### config.mk
export PLATFORM = sky130hd
export DESIGN_NAME = i2c_master
export DESIGN_NICKNAME = d
export VERILOG_FILES = /design/src/rtl/i2c_pkg.sv /design/src/rtl/i2c_phase_gen.sv /design/src/rtl/i2c_master.sv
export SDC_FILE = /design/constraint.sdc
export NUM_CORES = 1
export LEC_CHECK = 0
export ABC_AREA = 1
export BUFFER_PORTS_ARGS = -buffer_cell sky130_fd_sc_hd__buf_2
export CAP_MARGIN = 20
export CORE_UTILIZATION = 40
export CTS_CLUSTER_SIZE = 25
export DETAILED_ROUTE_END_ITERATION = 6
export MAX_ROUTING_LAYER = met4
export PLACE_DENSITY = 0.69
export SLEW_MARGIN = 20
export SYNTH_ARGS = -nofsm -noshare
export SYNTH_HDL_FRONTEND = slang
export SYNTH_SLANG_ARGS = --single-unit
### constraint.sdc
create_clock -name clk -period 1.9 [get_ports clk]
set_input_delay 0.57 -clock clk [delete_from_list [all_inputs] [get_ports clk]]
set_output_delay 0.57 -clock clk [all_outputs]
set_load 0.005 [all_outputs]
### src/rtl/i2c_pkg.sv
// Shared constants for the memory-mapped I2C master: FSM encoding, CMD/STATUS
// bit positions, register offsets and the helper that picks a command's first state.
package i2c_pkg;

  localparam logic [2:0] ST_IDLE  = 3'd0;
  localparam logic [2:0] ST_START = 3'd1;
  localparam logic [2:0] ST_BIT   = 3'd2;
  localparam logic [2:0] ST_ACK   = 3'd3;
  localparam logic [2:0] ST_STOP  = 3'd4;

  localparam int CMD_START_BIT = 8;
  localparam int CMD_WRITE_BIT = 9;
  localparam int CMD_READ_BIT  = 10;
  localparam int CMD_STOP_BIT  = 11;
  localparam int CMD_NACK_BIT  = 12;

  localparam logic [1:0] REG_CMD    = 2'd0;
  localparam logic [1:0] REG_RXDATA = 2'd1;
  localparam logic [1:0] REG_STATUS = 2'd2;
  localparam logic [1:0] REG_CLEAR  = 2'd3;

  localparam int STAT_BUSY     = 0;
  localparam int STAT_NACK     = 1;
  localparam int STAT_ERR      = 2;
  localparam int STAT_RX_VALID = 3;

  // Commands execute START -> byte -> STOP, skipping whichever parts are absent.
  function automatic logic [2:0] first_state(input logic start, input logic byte_op,
                                             input logic stop);
    if (start)   return ST_START;
    if (byte_op) return ST_BIT;
    if (stop)    return ST_STOP;
    return ST_IDLE;
  endfunction

endpackage

### src/rtl/i2c_phase_gen.sv
// Quarter-phase timing for the I2C master: DIV-cycle divider plus 2-bit quarter
// counter, idle at zero while not running, with a freeze input for clock stretching.
module i2c_phase_gen #(
  parameter int unsigned DIV = 16
) (
  input  logic       clk,
  input  logic       rst,
  input  logic       run,
  input  logic       freeze,
  output logic [1:0] quarter,
  output logic       q_strobe,
  output logic       state_end
);

  localparam int unsigned CW = $clog2(DIV);
  localparam logic [CW-1:0] LAST = CW'(DIV - 1);

  logic [CW-1:0] div_cnt;

  // NOTE: sequential state is written with non-blocking assignments only, so every
  // flop samples the pre-edge values of its neighbours regardless of block order.
  always_ff @(posedge clk or negedge rst) begin
    if (!rst) begin
      div_cnt <= '0;
      quarter <= '0;
    end else if (!run) begin
      div_cnt <= '0;
      quarter <= '0;
    end else if (!freeze) begin
      if (div_cnt == LAST) begin
        div_cnt <= '0;
        quarter <= quarter + 2'd1;
      end else begin
        div_cnt <= div_cnt + 1'b1;
      end
    end
  end

  // The strobe may repeat while frozen in q1; the actions it triggers are idempotent.
  assign q_strobe  = run && (div_cnt == '0);
  assign state_end = run && !freeze && (quarter == 2'd3) && (div_cnt == LAST);

endmodule

### src/rtl/i2c_master.sv
// Memory-mapped byte-level I2C master (CMD/RXDATA/STATUS/CLEAR window).
// Define I2C_CLOCK_STRETCH_EN to let a slave hold SCL low and stall q1.
module i2c_master
  import i2c_pkg::*;
#(
  parameter int unsigned       DATA_W    = 16,
  parameter int unsigned       ADDR_W    = 16,
  parameter logic [ADDR_W-1:0] BASE_ADDR = 'hF0,
  parameter int unsigned       DIV       = 16
) (
  input  logic              clk,
  input  logic              rst,
  input  logic [ADDR_W-1:0] addr,
  input  logic [DATA_W-1:0] wdata,
  input  logic              we,
  output logic [DATA_W-1:0] rdata,
  output logic              hit,
  output logic              scl_oe,
  output logic              sda_oe,
  input  logic              scl_i,
  input  logic              sda_i
);

  logic [1:0]        scl_sync, sda_sync;
  logic              scl_s, sda_s;
  logic              busy, slave_nack, err, rx_valid;
  logic [7:0]        rx_data, shreg;
  logic [2:0]        state, bit_cnt;
  logic              cmd_byte, cmd_read, cmd_stop, cmd_nack;
  logic [1:0]        quarter;
  logic              q_strobe, state_end, stretch;
  logic [ADDR_W-1:0] offset;
  logic [1:0]        reg_sel;
  logic              cmd_we, clr_we, w_write, w_read, w_any, w_conflict, accept;
  logic              unused_bits;

  // NOTE: synchroniser flops reset to 1 (idle bus level) so no false edge is seen
  // after reset; only control/status flops get a reset, there is no memory here.
  always_ff @(posedge clk or negedge rst) begin
    if (!rst) begin
      scl_sync <= 2'b11;
      sda_sync <= 2'b11;
    end else begin
      scl_sync <= {scl_sync[0], scl_i};
      sda_sync <= {sda_sync[0], sda_i};
    end
  end
  assign scl_s = scl_sync[1];
  assign sda_s = sda_sync[1];

  assign offset  = addr - BASE_ADDR;
  assign hit     = (addr >= BASE_ADDR) && (offset[ADDR_W-1:2] == '0);
  assign reg_sel = offset[1:0];
  assign cmd_we  = we && hit && (reg_sel == REG_CMD);
  assign clr_we  = we && hit && (reg_sel == REG_CLEAR);

  assign w_write    = wdata[CMD_WRITE_BIT];
  assign w_read     = wdata[CMD_READ_BIT];
  assign w_any      = |wdata[CMD_STOP_BIT:CMD_START_BIT];
  assign w_conflict = w_write && w_read;
  assign accept     = cmd_we && !busy && !w_conflict && w_any;

`ifdef I2C_CLOCK_STRETCH_EN
  assign stretch = busy && (quarter == 2'd1) && !scl_s;
`else
  assign stretch = 1'b0;
`endif
  assign unused_bits = ^{wdata, scl_s};

  i2c_phase_gen #(.DIV(DIV)) u_phase (
    .clk       (clk),
    .rst       (rst),
    .run       (busy),
    .freeze    (stretch),
    .quarter   (quarter),
    .q_strobe  (q_strobe),
    .state_end (state_end)
  );

  always_ff @(posedge clk or negedge rst) begin
    if (!rst) begin
      busy       <= 1'b0;
      slave_nack <= 1'b0;
      err        <= 1'b0;
      rx_valid   <= 1'b0;
      rx_data    <= '0;
      shreg      <= '0;
      state      <= ST_IDLE;
      bit_cnt    <= '0;
      cmd_byte   <= 1'b0;
      cmd_read   <= 1'b0;
      cmd_stop   <= 1'b0;
      cmd_nack   <= 1'b0;
      scl_oe     <= 1'b0;
      sda_oe     <= 1'b0;
    end else begin
      if (clr_we) begin
        err      <= 1'b0;
        rx_valid <= 1'b0;
      end
      if (cmd_we && (busy || w_conflict)) err <= 1'b1;

      if (accept) begin
        busy     <= 1'b1;
        state    <= first_state(wdata[CMD_START_BIT], w_write || w_read, wdata[CMD_STOP_BIT]);
        cmd_byte <= w_write || w_read;
        cmd_read <= w_read;
        cmd_stop <= wdata[CMD_STOP_BIT];
        cmd_nack <= wdata[CMD_NACK_BIT];
        shreg    <= wdata[7:0];
        bit_cnt  <= '0;
      end else if (busy) begin
        if (q_strobe) begin
          case (state)
            ST_START: case (quarter)
              2'd0:    sda_oe <= 1'b0;
              2'd1:    scl_oe <= 1'b0;
              2'd2:    sda_oe <= 1'b1;
              default: scl_oe <= 1'b1;
            endcase
            ST_BIT: case (quarter)
              2'd0:    sda_oe <= !cmd_read && !shreg[7];
              2'd1:    scl_oe <= 1'b0;
              2'd2:    shreg  <= {shreg[6:0], cmd_read && sda_s};
              default: scl_oe <= 1'b1;
            endcase
            ST_ACK: case (quarter)
              2'd0:    sda_oe <= cmd_read && !cmd_nack;
              2'd1:    scl_oe <= 1'b0;
              2'd2:    if (!cmd_read) slave_nack <= sda_s;
              default: scl_oe <= 1'b1;
            endcase
            ST_STOP: case (quarter)
              2'd0:    sda_oe <= 1'b1;
              2'd1:    scl_oe <= 1'b0;
              2'd2:    sda_oe <= 1'b0;
              default: ;
            endcase
            default: ;
          endcase
        end

        if (state_end) begin
          case (state)
            ST_START: begin
              if (cmd_byte)      state <= ST_BIT;
              else if (cmd_stop) state <= ST_STOP;
              else begin
                state <= ST_IDLE;
                busy  <= 1'b0;
              end
            end
            ST_BIT: begin
              bit_cnt <= bit_cnt + 3'd1;
              if (bit_cnt == 3'd7) state <= ST_ACK;
            end
            ST_ACK: begin
              if (cmd_read) begin
                rx_data  <= shreg;
                rx_valid <= 1'b1;
              end
              if (cmd_stop) state <= ST_STOP;
              else begin
                state <= ST_IDLE;
                busy  <= 1'b0;
              end
            end
            default: begin
              state <= ST_IDLE;
              busy  <= 1'b0;
            end
          endcase
        end
      end
    end
  end

  // NOTE: every output of this always_comb gets a default first, so no path
  // through the case can leave rdata unassigned and infer a latch.
  always_comb begin
    rdata = '0;
    if (hit) begin
      case (reg_sel)
        REG_RXDATA: rdata[7:0] = rx_data;
        REG_STATUS: begin
          rdata[STAT_BUSY]     = busy;
          rdata[STAT_NACK]     = slave_nack;
          rdata[STAT_ERR]      = err;
          rdata[STAT_RX_VALID] = rx_valid;
        end
        default: ;
      endcase
    end
  end

endmodule

Word-level counts from Yosys, hierarchy flattened
Index checks and enable logic that the tools add are counted.
{"block": "classes", "mux": 60, "n_addsub": 4, "reduce_logical": 44, "n_lt_le_gt_ge": 1, "n_eq_ne": 20, "bitwise": 2}
{"op": "3-bit two-way mux", "n": 16}
{"op": "8-bit two-way mux", "n": 6}
{"op": "1-bit two-way mux", "n": 25}
{"op": "16-bit by 8-bit greater-or-equal comparator with 1-bit output, second input constant", "n": 1}
{"op": "16-bit by 8-bit subtractor with 16-bit output, second input constant", "n": 1}
{"op": "1-bit logical AND", "n": 15}
{"op": "14-bit zero test", "n": 1}
{"op": "2-bit nonzero test", "n": 7}
{"op": "4-bit two-way mux", "n": 3}
{"op": "6-bit AND reduction", "n": 2}
{"op": "3-bit one-hot mux with 3 select lines", "n": 1}
{"op": "2-bit equality test, second input constant", "n": 4}
{"op": "2-bit by 1-bit != test with 1-bit output, second input constant", "n": 4}
{"op": "1-bit one-hot mux with 2 select lines", "n": 4}
{"op": "4-bit one-hot mux with 2 select lines", "n": 1}
{"op": "8-bit AND reduction", "n": 1}
{"op": "3-bit by 2-bit equality test with 1-bit output, second input constant", "n": 2}
{"op": "3-bit equality test, second input constant", "n": 2}
{"op": "3-bit != test, second input constant", "n": 2}
{"op": "3-bit AND reduction", "n": 2}
{"op": "1-bit zero test", "n": 5}
{"op": "5-bit AND reduction", "n": 1}
{"op": "4-bit by 1-bit adder with 4-bit output, second input constant", "n": 1}
{"op": "2-bit by 1-bit equality test with 1-bit output, second input constant", "n": 2}
{"op": "other kinds (18)", "n": 22}
{"block": "word_totals", "regBits": 40, "output_inout_bits": 19, "inputBits": 37, "word_cells": 148}

Longest topological paths before layout
{"block": "logic_depth", "depth_word": 18, "mapped_depth": 11, "mapped_depth_nobuf": 10}

Cells and area by module
Synthesis repeated with hierarchy kept, for this count alone.
{"block": "hier_totals", "cells_unflattened": 300, "hier_area_um2": 2357.3}
{"mod": "i2c_master", "area_each_um2": 2003.2, "seq_area_each_um2": 853.3, "cells_per_inst": 256, "instances": 1}
{"mod": "i2c_phase_gen", "area_each_um2": 354.1, "seq_area_each_um2": 150.1, "cells_per_inst": 44, "instances": 1}

Least setup slack after synthesis
Ideal clock, no wire load.
{"block": "synth_timing", "path_type": "input -> output", "from": "in addr[11]", "to": "out rdata[0]", "path_buffers": 0, "path_stages": 5, "setup_slack_ps": 76, "t_arrival_ps": 1254, "t_required_ps": 1330, "path_cell_list": "nor2_1 > nand3_1 > nor2_4 > nand2_1 > a21oi_1"}
{"block": "synth_between", "elab_chain_cells": 4, "elab_cells_between_ends": 5, "classes_between": "add/sub: 1; order compare: 1; mux: 1; reduce/logical: 2"}
{"item": "start: declaration", "line": "i2c_master.sv:13", "source": "input logic [ADDR_W-1:0] addr,"}
{"item": "16-bit by 8-bit subtractor with 16-bit output", "line": "i2c_master.sv:51", "source": "assign offset = addr - BASE_ADDR;"}
{"item": "14-bit zero test", "line": "i2c_master.sv:52", "source": "assign hit = (addr >= BASE_ADDR) && (offset[ADDR_W-1:2] == '0);"}
{"item": "1-bit logical AND *", "line": "i2c_master.sv:52"}
{"item": "named net hit", "line": "i2c_master.sv:17", "source": "output logic hit,"}
{"item": "8-bit two-way mux *", "line": "i2c_master.sv:182", "source": "if (hit) begin"}
{"item": "end: declaration", "line": "i2c_master.sv:16", "source": "output logic [DATA_W-1:0] rdata,"}
The timed path passes the listed nets; every way through them passes the cells marked *.

Worst setup path in the final report
{"block": "layout_timing", "from": "in addr[3]", "to": "out rdata[4]"}
{"block": "layout_between", "elab_chain_cells": 4, "elab_cells_between_ends": 5, "classes_between": "add/sub: 1; order compare: 1; mux: 1; reduce/logical: 2"}
{"item": "16-bit by 8-bit subtractor with 16-bit output", "line": "i2c_master.sv:51"}
{"item": "14-bit zero test", "line": "i2c_master.sv:52"}
{"item": "1-bit logical AND *", "line": "i2c_master.sv:52"}
{"item": "8-bit two-way mux *", "line": "i2c_master.sv:182"}
Every way passes the cells marked *; elsewhere a longest branch is shown, timed or not.

==> out/metrics.csv <==
metric,value,unit
clock skew,0.00759,ns
pwr dens,531,mW/mm2
Antenna Nets Post-Route,0,
largest family of logic cells by synthesized area,simple AND/OR/NAND/NOR gates,
Post-Synth Simple-Gate Area,29.3,%
TritonCTS clock tree,built,
clk_lat worst skew,0.29,ns
Vias,1963,
share of post-route cells with drive strength above 1,30.1,%
Initial Util,41.8,%
DR iter-0 viols,63,
worst min path class,input port to async pin,
drt wl/cell,11.3,um
dpl cell area,0.00263,mm2
CTS Buf Count,5,
Tcrit/Tclk final,105,%
Ant. Diodes,0,
mux cell area share after synthesis,2.09,%
top cell type's share of synthesized area,40.8,%
GRT Util Overall,16.9,%
largest net degree at the start of global routing,41,
DR vias/cell,4.70,
post-synthesis area per instance,8.04,um2
"Reg clk slew, reported paths",0.07,ns
top_reg_cell synth,dfrtp_1,
Worst Path Arrival,1.43,ns
Die Y-Extent,78.4,um
Final WS setup,-0.104,ns
clock sink total,40,
Nets,394,
kind of critical path,input port to output port,
post-synthesis sequential area ratio,43.0,%
xor/xnor cell area share of the yosys netlist,0.751,%
GPL Wtd Cong,0.809,
# port buffers,43,
Post-Synth Adder-Cell Area,6.44,%
first-pass GRT wire length,7.87,mm
Placeable Area,0.00557,mm2
Area Overhead vs Synth,21.9,%
worst-margin pin slew,0.515,ns
Max Cap Viol,0,
Critical Path Start Type,input port,
FF-to-FF End,scl_oe$_DFFE_PN0P_,
H-tree levels,2,
initial antenna violation count,0,
Gate Count Post-Synth,290,
Worst Reg-to-Reg Cells,7,
slew margin rel.,65.7,%
drt total wl,4.74,mm
leakage power,1.46,nW
setup TNS,-0.675,ns
Final min period,2.00,ns
Clock Path Buffers,2,
Synth Area in Compound Gates,7.78,%
CTS Root Cell,clkbuf_8,
failing checks,negative setup slack,
Core Rows,27,
# setup viols final,9,
status,finished with violations,
Crit Path Max Fanout,4,
Crit. End Element,output port,
ys async rst share,100,%
"FF+latch count, synth",40,
dpl hpwl,3.49,mm
die width,78.4,um
grt ovf,0,
number of flops mapped to enable cells by yosys,0,
# IOs,56,
maximum clock rate,499,MHz
worst reg2reg setup slack,0.29,ns
RSZ-0062 raised after global routing,true,
CTS Hold Buffers Added,0,
fin area,0.00284,mm2
required time of the critical path,1.33,ns
vias in the first global route,1892,
DRC viols,0,
Netlist cell types,32,
Die Area,0.00614,mm2
1st-pass router iterations,4,
Syn Std Cell Area,0.00233,mm2
worst vdd ir,0.306,mV
synth cell count leaders,"nand2_1, dfrtp_1, inv_1, nor2_1, nand3_1",
post-synth top area cell,dfrtp_1,
"count leader, synth",nand2_1,
Fin. Hold Viols,0,
worst r2r src,u_phase.quarter[0]$_DFFE_PN0P_,
Syn. warnings,0,
Slew Limit Fails,0,
Synth area leaders,"dfrtp_1, nand2_1, ha_1",
## registers in the layout, indices dropped and copies added, names as in the netlist
signal           cells
bit_cnt              3
shreg                8
scl_oe               1
cmd_read             1
rx_data              8
sda_oe               1
slave_nack           1
cmd_stop             1
cmd_byte             1
state                3
u_phase.div_cnt      4
busy                 1
rx_valid             1
u_phase.quarter      2
err                  1
sda_sync             2
cmd_nack             1
## kinds of logic after synthesis
logic type / after synthesis
fa+ha+maj: 12
mux: 4
buf+inv: 51
compound gates: 34
other cells: 1
flops: 40
simple gates: 146
xor+xnor: 2
## layout by cell type, fill, tap and decap left out, types with 6 or more instances in the layout
| cell | instances |
|---|---|
| nand2_1 | 64 |
| inv_2 | 6 |
| nor2_1 | 25 |
| ha_1 | 11 |
| buf_4 | 10 |
| a21oi_1 | 9 |
| nand3_1 | 26 |
| dfrtp_1 | 38 |
| conb_1 | 8 |
| buf_2 | 39 |
| inv_1 | 33 |
| o21ai_0 | 16 |
| nor2_4 | 8 |
## layer usage
| metal | track usage [%] | vias up | share of wire, % |
|---|---|---|---|
| met3 | 3.60 | 7 | 4.7 |
| li1 | - | 1018 | - |
| met5 | - | - | 0 |
| met2 | 28.4 | 48 | 48 |
| met1 | 19.5 | 890 | 46 |
| met4 | 7.22 | 0 | 1.8 |
## how the worst max path moves through the flow
stage | slack (ns) | end | depth (start not counted) | from
floorplan | 0.08 | rdata[0] | 5 | addr[11]
global placement | -0.12 | rdata[0] | 7 | addr[11]
detailed placement | -0.14 | rdata[0] | 7 | addr[11]
CTS | -0.11 | rdata[0] | 9 | addr[3]
global route | -0.20 | rdata[4] | 8 | addr[5]
finish | -0.10 | rdata[4] | 9 | addr[3]
## report_power, final
part / switching, mW / leakage [nW] / internal (mW)
Combinational: 0.0626 / 0.956 / 0.0477
Clock: 0.288 / 0.0412 / 0.256
Sequential: 0.00107 / 0.464 / 0.855
Total: 0.352 / 1.46 / 1.16
## stage by stage
step | setup slack (ns) | std cells | util, % | power [mW] | hold WS, ns
2_1_floorplan | 0.0761 | 297 | - | 0.911 | 0.274
6_report | -0.104 | 418 | 51.0 | 1.51 | 0.327
4_1_cts | -0.112 | 417 | 49.6 | 1.53 | 0.336
5_1_grt | -0.200 | 418 | 51.0 | 1.58 | 0.358
3_5_place_dp | -0.135 | 409 | 47.3 | 0.963 | 0.356
3_3_place_gp | -0.120 | 409 | 47.3 | 0.962 | 0.350
## critical path: stages
cell and delay (ns):
buf_6 0.09, inv_2 0.04, nand2_1 0.06, nor2_2 0.10
nand2_2 0.08, nor2_4 0.16, nand2_4 0.12, nor2_2 0.11
buf_2 0.11
## cell type report
class / count / area (um2)
Inverter: 39 / 146
Clock inverter: 2 / 12.5
Sequential cell: 40 / 1000
Multi-Input combinational cell: 206 / 1200
Clock buffer: 6 / 72.6
Fill cell: 544 / 2730
Tap cell: 72 / 90.1
Timing Repair Buffer: 53 / 315
## what timing repair did
| item | in CTS | in global routing |
|---|---|---|
| hold endpoints to repair | 0 | 0 |
| gates resized for setup | 13 | 22 |
| setup endpoints to repair | 9 | 9 |
| setup buffers | 0 | 1 |
| pin swaps | 8 | 9 |
Power figures use the tool's default switching activity.
